===== src/rtl/bullet_scheduler.sv =====
// Per-frame fire arbiter for a shared pool of bullet slots: edge-detects fire keys,
// applies cooldown and per-player caps, round-robins ties and allocates the lowest free slot.
module bullet_scheduler #(
    parameter int          NUM_SLOTS      = 4,
    parameter int          MAX_PER_PLAYER = 2,
    parameter int          COOLDOWN       = 8,
    parameter logic [7:0]  P1_FIRE_KEY    = 8'd44,
    parameter logic [7:0]  P2_FIRE_KEY    = 8'd40,
    localparam int         SW             = $clog2(NUM_SLOTS)
) (
    input  logic                 frame_clk,
    input  logic                 Reset,
    input  logic [7:0]           keycode_a,
    input  logic [7:0]           keycode_b,
    input  logic [1:0]           p1_dir,
    input  logic [1:0]           p2_dir,
    input  logic [9:0]           p1_x,
    input  logic [9:0]           p1_y,
    input  logic [9:0]           p2_x,
    input  logic [9:0]           p2_y,
    input  logic [NUM_SLOTS-1:0] slot_done,
    output logic                 launch,
    output logic [SW-1:0]        launch_slot,
    output logic                 launch_owner,
    output logic [1:0]           launch_dir,
    output logic [9:0]           launch_x,
    output logic [9:0]           launch_y,
    output logic [NUM_SLOTS-1:0] slot_busy,
    output logic [NUM_SLOTS-1:0] slot_owner,
    output logic [3:0]           p1_count,
    output logic [3:0]           p2_count
);

    localparam logic [3:0] MAX_CNT   = 4'(MAX_PER_PLAYER);
    localparam logic [7:0] COOL_LOAD = 8'(COOLDOWN);

    function automatic logic [SW-1:0] lowest_free(input logic [NUM_SLOTS-1:0] busy);
        logic [SW-1:0] idx;
        idx = '0;
        for (int i = NUM_SLOTS - 1; i >= 0; i--) begin
            if (!busy[i]) idx = SW'(i);
        end
        return idx;
    endfunction

    function automatic logic [3:0] retire_count(input logic [NUM_SLOTS-1:0] ret,
                                                input logic [NUM_SLOTS-1:0] owner,
                                                input logic                 who);
        logic [3:0] cnt;
        cnt = 4'd0;
        for (int i = 0; i < NUM_SLOTS; i++) begin
            if (ret[i] && (owner[i] == who)) cnt = cnt + 4'd1;
        end
        return cnt;
    endfunction

    logic                 held1_r, held2_r;
    logic                 pend1_r, pend2_r;
    logic                 last_winner_r;
    logic [7:0]           cool1_r, cool2_r;

    logic                 down1_s, down2_s, press1_s, press2_s;
    logic                 elig1_s, elig2_s, req1_s, req2_s;
    logic                 grant1_s, grant2_s, grant_any_s;
    logic [SW-1:0]        free_slot_s;
    logic [NUM_SLOTS-1:0] retired_s, grant_onehot_s;
    logic [NUM_SLOTS-1:0] busy_next_s, owner_next_s;
    logic [3:0]           ret1_s, ret2_s, count1_next_s, count2_next_s;
    logic [7:0]           cool1_next_s, cool2_next_s;
    logic [1:0]           win_dir_s;
    logic [9:0]           win_x_s, win_y_s;

    // Key edge detection, eligibility and round-robin grant from pre-edge state
    always_comb begin
        down1_s     = (keycode_a == P1_FIRE_KEY) || (keycode_b == P1_FIRE_KEY);
        down2_s     = (keycode_a == P2_FIRE_KEY) || (keycode_b == P2_FIRE_KEY);
        press1_s    = down1_s & ~held1_r;
        press2_s    = down2_s & ~held2_r;
        elig1_s     = (cool1_r == 8'd0) && (p1_count < MAX_CNT) && !(&slot_busy);
        elig2_s     = (cool2_r == 8'd0) && (p2_count < MAX_CNT) && !(&slot_busy);
        req1_s      = (press1_s | pend1_r) & elig1_s;
        req2_s      = (press2_s | pend2_r) & elig2_s;
        // last_winner_r = 1 means P2 won last, so P1 takes a tie
        grant1_s    = req1_s & (~req2_s | last_winner_r);
        grant2_s    = req2_s & (~req1_s | ~last_winner_r);
        grant_any_s = grant1_s | grant2_s;
        free_slot_s = lowest_free(slot_busy);
    end

    // Slot occupancy, owner counts, cooldowns and winner launch payload
    always_comb begin
        retired_s      = slot_done & slot_busy;
        grant_onehot_s = {NUM_SLOTS{grant_any_s}} & (NUM_SLOTS'(1) << free_slot_s);
        busy_next_s    = (slot_busy & ~retired_s) | grant_onehot_s;
        owner_next_s   = (slot_owner & ~grant_onehot_s) | ({NUM_SLOTS{grant2_s}} & grant_onehot_s);
        ret1_s         = retire_count(retired_s, slot_owner, 1'b0);
        ret2_s         = retire_count(retired_s, slot_owner, 1'b1);
        count1_next_s  = p1_count - ret1_s + {3'b000, grant1_s};
        count2_next_s  = p2_count - ret2_s + {3'b000, grant2_s};
        if (grant1_s) begin
            cool1_next_s = COOL_LOAD;
        end else if (cool1_r != 8'd0) begin
            cool1_next_s = cool1_r - 8'd1;
        end else begin
            cool1_next_s = 8'd0;
        end
        if (grant2_s) begin
            cool2_next_s = COOL_LOAD;
        end else if (cool2_r != 8'd0) begin
            cool2_next_s = cool2_r - 8'd1;
        end else begin
            cool2_next_s = 8'd0;
        end
        if (grant2_s) begin
            win_dir_s = p2_dir;
            win_x_s   = p2_x;
            win_y_s   = p2_y;
        end else begin
            win_dir_s = p1_dir;
            win_x_s   = p1_x;
            win_y_s   = p1_y;
        end
    end

    // State and registered outputs; held keys start as held so a key down through reset is ignored
    always_ff @(posedge frame_clk) begin
        if (Reset) begin
            held1_r       <= 1'b1;
            held2_r       <= 1'b1;
            pend1_r       <= 1'b0;
            pend2_r       <= 1'b0;
            last_winner_r <= 1'b1;
            cool1_r       <= 8'd0;
            cool2_r       <= 8'd0;
            launch        <= 1'b0;
            launch_slot   <= '0;
            launch_owner  <= 1'b0;
            launch_dir    <= 2'd0;
            launch_x      <= 10'd0;
            launch_y      <= 10'd0;
            slot_busy     <= '0;
            slot_owner    <= '0;
            p1_count      <= 4'd0;
            p2_count      <= 4'd0;
        end else begin
            held1_r    <= down1_s;
            held2_r    <= down2_s;
            pend1_r    <= req1_s & ~grant1_s;
            pend2_r    <= req2_s & ~grant2_s;
            cool1_r    <= cool1_next_s;
            cool2_r    <= cool2_next_s;
            slot_busy  <= busy_next_s;
            slot_owner <= owner_next_s;
            p1_count   <= count1_next_s;
            p2_count   <= count2_next_s;
            launch     <= grant_any_s;
            if (grant_any_s) begin
                last_winner_r <= grant2_s;
                launch_slot   <= free_slot_s;
                launch_owner  <= grant2_s;
                launch_dir    <= win_dir_s;
                launch_x      <= win_x_s;
                launch_y      <= win_y_s;
            end
        end
    end

endmodule


===== config.mk =====
export PLATFORM = sky130hd
export DESIGN_NAME = bullet_scheduler
export DESIGN_NICKNAME = d
export VERILOG_FILES = /design/src/rtl/bullet_scheduler.sv
export SDC_FILE = /design/constraint.sdc
export NUM_CORES = 1
export LEC_CHECK = 0
export ABC_CLOCK_PERIOD_IN_PS = 7200
export BUFFER_PORTS_ARGS = -buffer_cell sky130_fd_sc_hd__clkbuf_2
export CAP_MARGIN = 20
export CORE_MARGIN = 1
export CORE_UTILIZATION = 35
export DETAILED_ROUTE_END_ITERATION = 6
export HOLD_SLACK_MARGIN = 0.05
export SLEW_MARGIN = 20
export SYNTH_ARGS = -nofsm -noshare
export SYNTH_HDL_FRONTEND = slang
export SYNTH_SLANG_ARGS = --single-unit

===== constraint.sdc =====
create_clock -name frame_clk -period 7.2 [get_ports frame_clk]
set_input_delay 1.44 -clock frame_clk [delete_from_list [all_inputs] [get_ports frame_clk]]
set_output_delay 1.44 -clock frame_clk [all_outputs]
set_load 0.02 [all_outputs]

==> results of run 1 <==
logic make-up (layout without fill, tap and decap cells):
kind of cell    Yosys count  after routing  synth area share
fa+ha+maj                23             23           0.09308
xor+xnor                 22             22           0.05923
mux                       3              3          0.009231
buf+inv                  38            142           0.05500
compound gates           57             57            0.1115
simple gates            181            181            0.2842
flops                    63             63            0.3877
synth_stat cells, types with 6 or more instances:
master	n
sky130_fd_sc_hd__nor3_1	72
sky130_fd_sc_hd__dfxtp_1	63
sky130_fd_sc_hd__nor2_1	31
sky130_fd_sc_hd__o21ai_0	30
sky130_fd_sc_hd__nand2_1	27
sky130_fd_sc_hd__ha_1	21
sky130_fd_sc_hd__inv_1	18
sky130_fd_sc_hd__a21oi_1	14
sky130_fd_sc_hd__xor2_1	13
sky130_fd_sc_hd__nand2b_1	12
sky130_fd_sc_hd__clkbuf_1	11
sky130_fd_sc_hd__xnor2_1	9
sky130_fd_sc_hd__nand3_1	7
sky130_fd_sc_hd__nor2b_1	6
path summary, 6_finish.rpt:
path / startpoint / end / slack (ns) / cells after the start
setup / recovery: keycode_a[4] / p2_count[2] / 2.66 / 12
hold / removal: cool1_r[0] / cool1_r[0] / 0.43 / 1
setup reg to reg: cool1_r[3] / p2_count[2] / 3.68 / 11
hold reg to reg: cool1_r[0] / cool1_r[0] / 0.43 / 1
power groups by stage:
stage	Combinational (mW)	Sequential (mW)	Clock, mW
6_report	0.207	0.407	0.323
5_1_grt	0.235	0.411	0.347
4_1_cts	0.209	0.407	0.329
2_1_floorplan	0.157	0.411	0
3_3_place_gp	0.201	0.414	0
3_5_place_dp	0.208	0.414	0
area by class of cell:
class	instances	area, sq um
Tap cell	108	135.1
Clock inverter	5	56.30
Multi-Input combinational cell	286	1815
Sequential cell	63	1261
Clock buffer	11	151.4
Inverter	18	67.56
Fill cell	918	4818
Timing Repair Buffer	108	543.0
state kept, by name, summed over array words and instances, names as in the netlist, 2 cells and up, named ones only:
signal       cells
slot_busy        4
launch_x        10
p1_count         4
p2_count         4
cool2_r          8
launch_slot      2
launch_y        10
cool1_r          8
launch_dir       2
layer usage:
| layer | wire length, um | vias to the layer above | GRT usage |
|---|---|---|---|
| li1 | - | 1545 | - |
| met1 | 3634 | 1371 | 0.2160 |
| met2 | 3878 | 72 | 0.2898 |
| met3 | 470 | 13 | 0.04681 |
| met4 | 142 | 0 | 0.07118 |
| met5 | 0 | - | 0 |
worst max-delay path, delay by kind of cell:
kind	cells	cell delay, ns
AOI/OAI and AO/OA	2	1.15
xor gates and xnor gates	1	0.15
adders and majority gates	2	0.54
buffers and inverters	2	0.13
and+or+nand+nor	5	1.34
==> flow_summary.toml, run 1 <==
[global_route]
globalRouteOverflowTotal = 0
grt_max_degree = 50
grt_antenna_before_repair = 0
total_routing_usage_reported_by_global_routing = 0.1749
grt_first_pass_wirelength_mm = 13.50
via_count_of_the_first_global_routing_pass = 2956

[critical_path]
crit_path_top_delay_cell = "sky130_fd_sc_hd__a21boi_4"
end_kind = "flip-flop"
path_common_cell = "sky130_fd_sc_hd__nand2_1"
worst_path_largest_cell_delay_ns = 0.71
timing.setup.critical_path_class = "input pin to flip-flop"
worstPathArrival_ns = 4.75
cp_data_required_time_ns = 7.41
path_max_fanout = 26
timing.critical_path.cells = "clkbuf_2, or4b_4, or4_4, a311oi_4, a21boi_4, nand2_1, nand2_1, ha_1, inv_1, fa_1, xor2_1, nor2_1"
nature_of_the_critical_path_startpoint = "input pin"

[die]
die_y_um = 98.41
design.die.area_sq_um = 9685
width_of_the_die_um = 98.41
fp-row-count = 34
io-pin-count = 108
initial_utilization = 0.3676
coreArea_sq_um = 8848

[timing]
slew-limit-headroom = 0.4295
setup_viol_count_final = 0
timing.final.hold_violations = 0
layout_worst_path_cycle_share = 0.6301
final.hold.worst_slack_ns = 0.4339
setup_ws_ns = 2.663
final.setup.tns_ns = 0
rsz0062_at_grt = "false"
fin_crit_ns = 4.537
final.setup_skew_ns = 0.007282
slew_at_the_pin_with_the_worst_max_slew_slack_ns = 0.8549
timing.final.max_slew_violations = 0
max_freq_ghz = 0.2204

[synth]
yosysWarningCount = 0
synth-seq-area-share = 0.3877
synthDistinctLibCells = 46
synthArstFlopShare = 0
yosys.area.top_type_share = 0.3877
syn-mean-instance-area_sq_um = 8.406
synth_cells = 387
synth_top_cells_by_area = "sky130_fd_sc_hd__dfxtp_1, sky130_fd_sc_hd__nor3_1, sky130_fd_sc_hd__ha_1, sky130_fd_sc_hd__o21ai_0, sky130_fd_sc_hd__nor2_1"
synth-seq-cells = 63
synth_top_cell_by_area = "sky130_fd_sc_hd__dfxtp_1"
synth_edf_count = 0
flip_flop_cell_with_the_highest_count_after_synthesis = "sky130_fd_sc_hd__dfxtp_1"
synth_fp_nets = 476
synth.cell_area_sq_um = 3253

[clocking]
post_cts.resized_instances = 0
cts.repair_timing.setup_buffer_count = 0
clk_transition_reported_paths_ns = 0.07
number_of_buffers_between_clock_root_and_the_deepest_sink = 2
cts_hold_buf = 0
tritoncts_buffer_count = 9
cts_root_buffer = "sky130_fd_sc_hd__clkbuf_8"
deepest_level_of_the_cts_h_tree = 3
tritoncts = "yes"
clock_insertion_delay_worst_skew_ns = 0.34
clock_sink_count = 63

[pwr]
power.internal_uw = 654.1
power_density_nw_per_um2 = 232.3
total_leakage_power_nw = 1.817
finalPower_uw = 936.3
ir_drop_mv = 0.08629
power.share.sequential = 0.434
switching_share = 0.3014
part_of_the_total_power_dissipated_in_combinational_logic = 0.221
total_switching_power_uw = 282.2
clock_power_share = 0.345

[flow_run]
cap_viol_max_count = 0

[placement]
dpl.hpwl_mm = 5.791
routabilityCongestion = 0.7604
place.detailed.instances = 583
port_buffers = 107
pre_cts_ws_ns = 2.322
placedInstanceArea_sq_um = 3822

[route]
drc = 4
post_drt_via_cell_ratio = 5.010
route.antenna.remaining_nets = 0
per_cell_routed_wire_length_um = 13.57
first_pass_iters = 6
drt-total-wl_mm = 8.126
dr_total_vias = 3001
dr.first_iter.drc_count = 119

[hold_path]
timing.hold.worst.class = "flip-flop to flip-flop"

[cells_and_area]
antenna_cells = 0
areaGrowthSynthToFinish_pct = 23.88
finish.cell_count_without_fillers = 599
fin_area_sq_um = 4030
finish.utilization = 0.4555
post_route_cells_drive_above_1_share = 0.2709
nNetsFinal = 575
mostFrequentLayoutCells = "sky130_fd_sc_hd__clkbuf_2, sky130_fd_sc_hd__nor3_1, sky130_fd_sc_hd__dfxtp_1"
final_common_cell = "sky130_fd_sc_hd__clkbuf_2"

[run_status]
outcome = "finished, violations left"
failed_checks = "DRC"
Power figures use the tool's default switching activity.
==> inputs of run 2 (changes only) <==
--- a/config.mk
+++ b/config.mk
@@ -5,7 +5,8 @@
 export SDC_FILE = /design/constraint.sdc
 export NUM_CORES = 1
 export LEC_CHECK = 0
-export ABC_CLOCK_PERIOD_IN_PS = 7200
+export ABC_AREA = 1
+export ABC_CLOCK_PERIOD_IN_PS = 4610
 export BUFFER_PORTS_ARGS = -buffer_cell sky130_fd_sc_hd__clkbuf_2
 export CAP_MARGIN = 20
 export CORE_MARGIN = 1
==> constraint.sdc (replaced) <==
create_clock -name frame_clk -period 4.61 [get_ports frame_clk]
set_input_delay 0.922 -clock frame_clk [delete_from_list [all_inputs] [get_ports frame_clk]]
set_output_delay 0.922 -clock frame_clk [all_outputs]
set_load 0.02 [all_outputs]
==> run 2 against run 1 <==
  * The flow now finishes without violations
  * Power up 57%
  * Clock power up 56%
  * Core utilization shrank 0.86 points
  * Final cell count rose by 27%
  * Design area rose by 8.9%
  * Clock skew decreased by 0.00084 ns
  * Non-clock buffer count increased by 1
  * Sequential cell count unchanged
  * Sequential power grew 54%
  * Combinational power grew 64%
  * Routed wire length rose by 0.38%
==> flow_summary.toml, run 2 <==
[clocking]
deepest_level_of_the_cts_h_tree = 3
clk_transition_reported_paths_ns = 0.07
tritoncts_buffer_count = 9
number_of_buffers_between_clock_root_and_the_deepest_sink = 2
tritoncts = "yes"
clock_sink_count = 63
cts_hold_buf = 0
clock_insertion_delay_worst_skew_ns = 0.34
cts.repair_timing.setup_buffer_count = 0
cts_root_buffer = "sky130_fd_sc_hd__clkbuf_8"
post_cts.resized_instances = 0

[timing]
setup_ws_ns = 1.254
final.setup.tns_ns = 0
final.setup_skew_ns = 0.006441
slew_at_the_pin_with_the_worst_max_slew_slack_ns = 0.5824
timing.final.hold_violations = 0
timing.final.max_slew_violations = 0
slew-limit-headroom = 0.6088
setup_viol_count_final = 0
max_freq_ghz = 0.2980
layout_worst_path_cycle_share = 0.7279
rsz0062_at_grt = "false"
fin_crit_ns = 3.356

[global_route]
globalRouteOverflowTotal = 0
total_routing_usage_reported_by_global_routing = 0.1584
grt_first_pass_wirelength_mm = 12.99
via_count_of_the_first_global_routing_pass = 2951
grt_max_degree = 44
grt_antenna_before_repair = 0

[critical_path]
nature_of_the_critical_path_startpoint = "input pin"
cp-startpoint = "slot_done[1]"
timing.critical_path.cells = "clkbuf_2, inv_1, nor3_1, inv_1, ha_1, xnor2_1, ha_1, nand2_1, xor2_1, ha_1, ha_1, nand2_1, nor2_1, a211oi_1, o21ai_0, a21oi_1"
worst_path_largest_cell_delay_ns = 0.34
cp_data_required_time_ns = 4.88
end_kind = "flip-flop"
worst-path-buf-inv = 3
path_common_cell = "sky130_fd_sc_hd__ha_1"
worstPathArrival_ns = 3.62
timing.setup.critical_path_class = "input pin to flip-flop"
r2r-start = "slot_busy[0]"
crit_path_top_delay_cell = "sky130_fd_sc_hd__ha_1"
crit_family = "adder cells"
path_max_fanout = 3

[pwr]
total_leakage_power_nw = 2.464
part_of_the_total_power_dissipated_in_combinational_logic = 0.232
power_density_nw_per_um2 = 334.3
clock_power_share = 0.343
power.share.sequential = 0.426
power.internal_mw = 1.033
switching_share = 0.2960
finalPower_mw = 1.467
ir_drop_mv = 0.1726
total_switching_power_uw = 434.2

[route]
per_cell_routed_wire_length_um = 10.73
first_pass_iters = 5
drc = 0
drt-total-wl_mm = 8.157
route.antenna.remaining_nets = 0
dr.first_iter.drc_count = 82
dr_total_vias = 3354
post_drt_via_cell_ratio = 4.413

[cells_and_area]
post_route_cells_drive_above_1_share = 0.2201
mostFrequentLayoutCells = "sky130_fd_sc_hd__nand2_1, sky130_fd_sc_hd__clkbuf_2, sky130_fd_sc_hd__inv_1"
areaGrowthSynthToFinish_pct = 23.01
final_common_cell = "sky130_fd_sc_hd__nand2_1"
nNetsFinal = 711
largest_registers = "launch_x (10), launch_y (10)"
layout.filler_cells = 1065
antenna_cells = 0

[synth]
synth_top_cell_by_area = "sky130_fd_sc_hd__dfxtp_1"
syn-mean-instance-area_sq_um = 6.900
synth-seq-cells = 63
synth_fp_nets = 606
synthDistinctLibCells = 35
leading_post_synthesis_cells_by_instance_count = "sky130_fd_sc_hd__nand2_1, sky130_fd_sc_hd__inv_1, sky130_fd_sc_hd__dfxtp_1"
synth.cell_area_sq_um = 3567
yosys.area.top_type_share = 0.3536
synth_cells = 517
synthArstFlopShare = 0
synth-seq-area-share = 0.3536
synth_top_cells_by_area = "sky130_fd_sc_hd__dfxtp_1, sky130_fd_sc_hd__nand2_1, sky130_fd_sc_hd__inv_1, sky130_fd_sc_hd__nand3_1, sky130_fd_sc_hd__ha_1"
synth_most_common_cell = "sky130_fd_sc_hd__nand2_1"
flip_flop_cell_with_the_highest_count_after_synthesis = "sky130_fd_sc_hd__dfxtp_1"
synth_edf_count = 0
yosysWarningCount = 0

[placement]
routabilityCongestion = 0.8277
pre_cts_ws_ns = 0.9101
port_buffers = 107
dpl.hpwl_mm = 6.239

[die]
die_y_um = 103.0
design.die.area_sq_um = 10600
coreArea_sq_um = 9819
io-pin-count = 108
width_of_the_die_um = 103.0
fp-row-count = 36
initial_utilization = 0.3633

[run_status]
outcome = "finished clean"

[hold_path]
timing.hold.worst.class = "flip-flop to flip-flop"
timing.hold.worst.start = "cool2_r[0]"

[flow_run]
cap_viol_max_count = 0
==> run 2: cell types whose count changed after synthesis, sizes merged, moves of 6 or more <==
cell    previous run  this run
nand2             27       117
nand3              7        59
inv               18       101
nand2b            12         0
clkbuf            11         3
nor3              72        10
nor2              31        50
nor2b              6         0
==> run 2: kinds of logic (layout without fill, tap and decap cells) <==
logic type / count (synthesis) / after routing / share of synthesized area
simple gates: 245 / 245 / 0.3027
buf+inv: 119 / 229 / 0.1389
flops: 63 / 63 / 0.3536
compound gates: 46 / 46 / 0.06770
fa+ha+maj: 23 / 23 / 0.08488
xor+xnor: 19 / 19 / 0.04665
mux: 2 / 2 / 0.005612
==> run 2: power by group through the flow <==
| stage | clock, mW | sequential (mW) | combinational (mW) |
|---|---|---|---|
| floorplan | 0 | 0.633 | 0.270 |
| global placement | 0 | 0.636 | 0.338 |
| detailed placement | 0 | 0.638 | 0.344 |
| CTS | 0.521 | 0.626 | 0.346 |
| global route | 0.541 | 0.631 | 0.399 |
| finish | 0.503 | 0.625 | 0.340 |
==> run 2: stage by stage <==
stage	util	cells	area (sq um)	hold WS, ns
after floorplan	-	517	3567	0.3925
after global placement	0.4256	744	4179	0.4029
after detailed placement	0.4256	744	4179	0.4087
after CTS	0.4469	760	4388	0.4184
after global routing	0.4469	760	4388	0.4290
final	0.4469	760	4388	0.4124
==> run 2: worst paths after layout <==
check                      to  slack (ns)  depth (start not counted)
hold / removal     cool2_r[0]        0.41                          1
setup / recovery  p2_count[3]        1.25                         16
setup reg to reg  p2_count[3]        1.45                         15
hold reg to reg    cool2_r[0]        0.41                          1
==> run 2: layout make-up <==
type	instances	area, sq um	share of cell area
clock inverter	3	40.04	0.009125
tap	133	166.4	0.03792
timing repair buffer	109	550.5	0.1255
inverter	104	390.4	0.08896
clock buffer	13	168.9	0.03849
multi-input combinational	335	1810	0.4126
sequential	63	1261	0.2874
==> run 2: routing by layer <==
layer  share of wire  vias to the layer above  global-route usage
met3           0.036                        9             0.02847
li1                -                     1798                   -
met4           0.016                        0             0.07367
met1            0.47                     1482              0.1969
met2            0.47                       65              0.2662
met5               0                        -                   0
==> inputs of run 3 (changes only) <==
--- a/config.mk
+++ b/config.mk
@@ -5,8 +5,8 @@
 export SDC_FILE = /design/constraint.sdc
 export NUM_CORES = 1
 export LEC_CHECK = 0
-export ABC_AREA = 1
-export ABC_CLOCK_PERIOD_IN_PS = 4610
+export ABC_AREA = 0
+export ABC_CLOCK_PERIOD_IN_PS = 3200
 export BUFFER_PORTS_ARGS = -buffer_cell sky130_fd_sc_hd__clkbuf_2
 export CAP_MARGIN = 20
 export CORE_MARGIN = 1
==> constraint.sdc (replaced) <==
create_clock -name frame_clk -period 3.2 [get_ports frame_clk]
set_input_delay 0.64 -clock frame_clk [delete_from_list [all_inputs] [get_ports frame_clk]]
set_output_delay 0.64 -clock frame_clk [all_outputs]
set_load 0.02 [all_outputs]
==> run 3 against run 2 <==
  * The flow now finishes with violations (DRC)
  * Clock skew about the same
  * Power rose by 54%
  * Register-to-register slack got worse by 1.2 ns
  * First-iteration DRC count rose by 45%
  * Design area is 4.0% lower
  * Final cell count down 19%
  * Routed wire length grew 3.4%
  * Clock-buffer cell count decreased by 2
  * Critical endpoint is now p2_count[1]
  * Critical path depth shrank 5
  * Sequential power increased by 47%
==> flow_summary.toml, run 3 (same netlist as run 1, synthesis figures left out) <==
[placement]
dpl.hpwl_mm = 6.073
routabilityCongestion = 0.7852
placedInstanceArea_sq_um = 3933
port_buffers = 107
place.detailed.instances = 596

[global_route]
gr-usage-met2 = 0.3131
total_routing_usage_reported_by_global_routing = 0.1805
globalRouteOverflowTotal = 0
grt_antenna_before_repair = 0
via_count_of_the_first_global_routing_pass = 3025
groute.layer.met3.usage = 0.03191
grt_first_pass_wirelength_mm = 14.16
global_route.peak_usage_layer = "met2"
grt_max_degree = 47
grt.met1_usage = 0.2225

[cells_and_area]
ff_latch_area_sq_um = 1261
post_route_cells_drive_above_1_share = 0.2964
largest_registers = "launch_x (10), launch_y (10)"
mostFrequentLayoutCells = "sky130_fd_sc_hd__clkbuf_2, sky130_fd_sc_hd__nor3_1, sky130_fd_sc_hd__dfxtp_1"
multiInputGateArea_sq_um = 1833
fin_area_sq_um = 4210
final_common_cell = "sky130_fd_sc_hd__clkbuf_2"
nNetsFinal = 590
areaGrowthSynthToFinish_pct = 29.42
antenna_cells = 0
finish.cell_count_without_fillers = 614
layout.filler_cells = 902

[critical_path]
crit_family = "simple AND/OR/NAND/NOR gates"
timing.setup.critical_path_class = "input pin to flip-flop"
worst-path-buf-inv = 2
nature_of_the_critical_path_startpoint = "input pin"
r2r-start = "slot_busy[1]"
path_max_fanout = 3
end_kind = "flip-flop"
crit_path_top_delay_cell = "sky130_fd_sc_hd__or4b_4"
timing.reg2reg.setup_slack_ns = 0.28
worst-r2r-cell-count = 12
timing.critical_path.cells = "clkbuf_2, or4b_4, or4_4, a311oi_4, a21bo_1, nand2b_1, nand2_1, ha_2, inv_1, fa_1, nor2_1"
worstPathArrival_ns = 3.36
cp_data_required_time_ns = 3.48
worst_r2r_endpoint = "p2_count[3]"
worst_path_largest_cell_delay_ns = 0.53

[timing]
max_freq_ghz = 0.3253
final.setup_skew_ns = 0.005941
slew_at_the_pin_with_the_worst_max_slew_slack_ns = 0.8771
timing.final.hold_violations = 0
layout_worst_path_cycle_share = 0.9607
slew-limit-headroom = 0.4146
timing.final.max_slew_violations = 0
setup_viol_count_final = 0
fin_crit_ns = 3.074

[die]
io-pin-count = 108
coreArea_sq_um = 8848
design.die.area_sq_um = 9685
width_of_the_die_um = 98.41
fp-row-count = 34
initial_utilization = 0.3676
die_y_um = 98.41

[clocking]
tritoncts = "yes"
deepest_level_of_the_cts_h_tree = 3
clock_insertion_delay_worst_skew_ns = 0.34
tritoncts_buffer_count = 9
cts_hold_buf = 0
clk_transition_reported_paths_ns = 0.08
cts_root_buffer = "sky130_fd_sc_hd__clkbuf_8"
clock_sink_count = 63
number_of_buffers_between_clock_root_and_the_deepest_sink = 2

[pwr]
total_leakage_power_nw = 1.912
power.internal_mw = 1.614
part_of_the_total_power_dissipated_in_combinational_logic = 0.208
power_density_nw_per_um2 = 536.8
total_switching_power_uw = 646.1
power.share.sequential = 0.406
switching_share = 0.2859
ir_drop_mv = 0.2430
clock_power_share = 0.385

[route]
route.antenna.remaining_nets = 0
dr_total_vias = 3084
first_pass_iters = 7
post_drt_via_cell_ratio = 5.023
per_cell_routed_wire_length_um = 13.74
drc = 2
dr.first_iter.drc_count = 119
drt-total-wl_mm = 8.437

[run_status]
outcome = "finished, violations left"
failed_checks = "DRC"

[hold_path]
timing.hold.worst.start = "cool1_r[0]"
whs_endpoint = "cool1_r[0]"
min_path_cells = 1
timing.hold.worst.class = "flip-flop to flip-flop"

[flow_run]
cap_viol_max_count = 0
-- run 3: cell types whose count changed in the layout (fill, tap and decap cells not counted), sizes merged, moves of 4 or more --
cell    previous run  this run
nor2              50        31
nor2b              0         6
clkinv             5         1
nand3             59         7
o21ai             25        30
nor3              10        72
xnor2              4         9
buf                2        16
nand2b             0        12
nand2            117        27
nor4               0         4
inv              101        19
-- run 3: through the flow --
stage	util	hold WS [ns]	setup TNS (ns)	worst slack (ns)	power, mW
finish	0.4758	0.4369	0	0.1256	2.260
global route	0.4758	0.4749	-0.001118	-0.001118	2.391
CTS	0.4721	0.4400	0	0.08656	2.279
detailed placement	0.4444	0.4291	-1.217	-0.2741	1.407
global placement	0.4444	0.4274	-0.9277	-0.2209	1.388
floorplan	-	0.4128	-0.6139	-0.1911	1.277
-- run 3: worst max-delay path by stage --
stage	slack, ns	depth (start not counted)	to	from
finish	0.13	11	p2_count[1]	keycode_a[4]
detailed placement	-0.27	13	p1_count[2]	keycode_a[4]
global placement	-0.22	13	p1_count[2]	keycode_a[4]
floorplan	-0.19	12	p2_count[2]	keycode_a[4]
CTS	0.09	13	p1_count[2]	keycode_a[4]
global route	-0.001	12	p2_count[2]	keycode_a[4]
-- run 3: layer usage --
metal	share of wire	vias to the layer above
li1	-	1571
met1	0.44	1428
met2	0.50	74
met5	0	-
met4	0.015	0
met3	0.047	11
-- run 3: timing repair --
item / CTS / global route
endpoints found under the setup margin: 0 / 4
resized for setup: 0 / 4
buffers inserted: 0 / 2
-- run 3: power groups by stage --
| stage | Clock, mW | Combinational (mW) | Sequential, mW |
|---|---|---|---|
| 2_1_floorplan | 0 | 0.352 | 0.925 |
| 3_3_place_gp | 0 | 0.457 | 0.930 |
| 3_5_place_dp | 0 | 0.472 | 0.934 |
| 4_1_cts | 0.884 | 0.477 | 0.918 |
| 5_1_grt | 0.917 | 0.544 | 0.930 |
| 6_report | 0.871 | 0.471 | 0.918 |
-- run 3: cell type report --
| cell class | count | share of cell area |
|---|---|---|
| Tap cell | 108 | 0.03210 |
| Timing Repair Buffer | 123 | 0.1587 |
| Clock inverter | 5 | 0.02467 |
| Multi-Input combinational cell | 286 | 0.4354 |
| Inverter | 18 | 0.01605 |
| Clock buffer | 11 | 0.03358 |
| Sequential cell | 63 | 0.2996 |
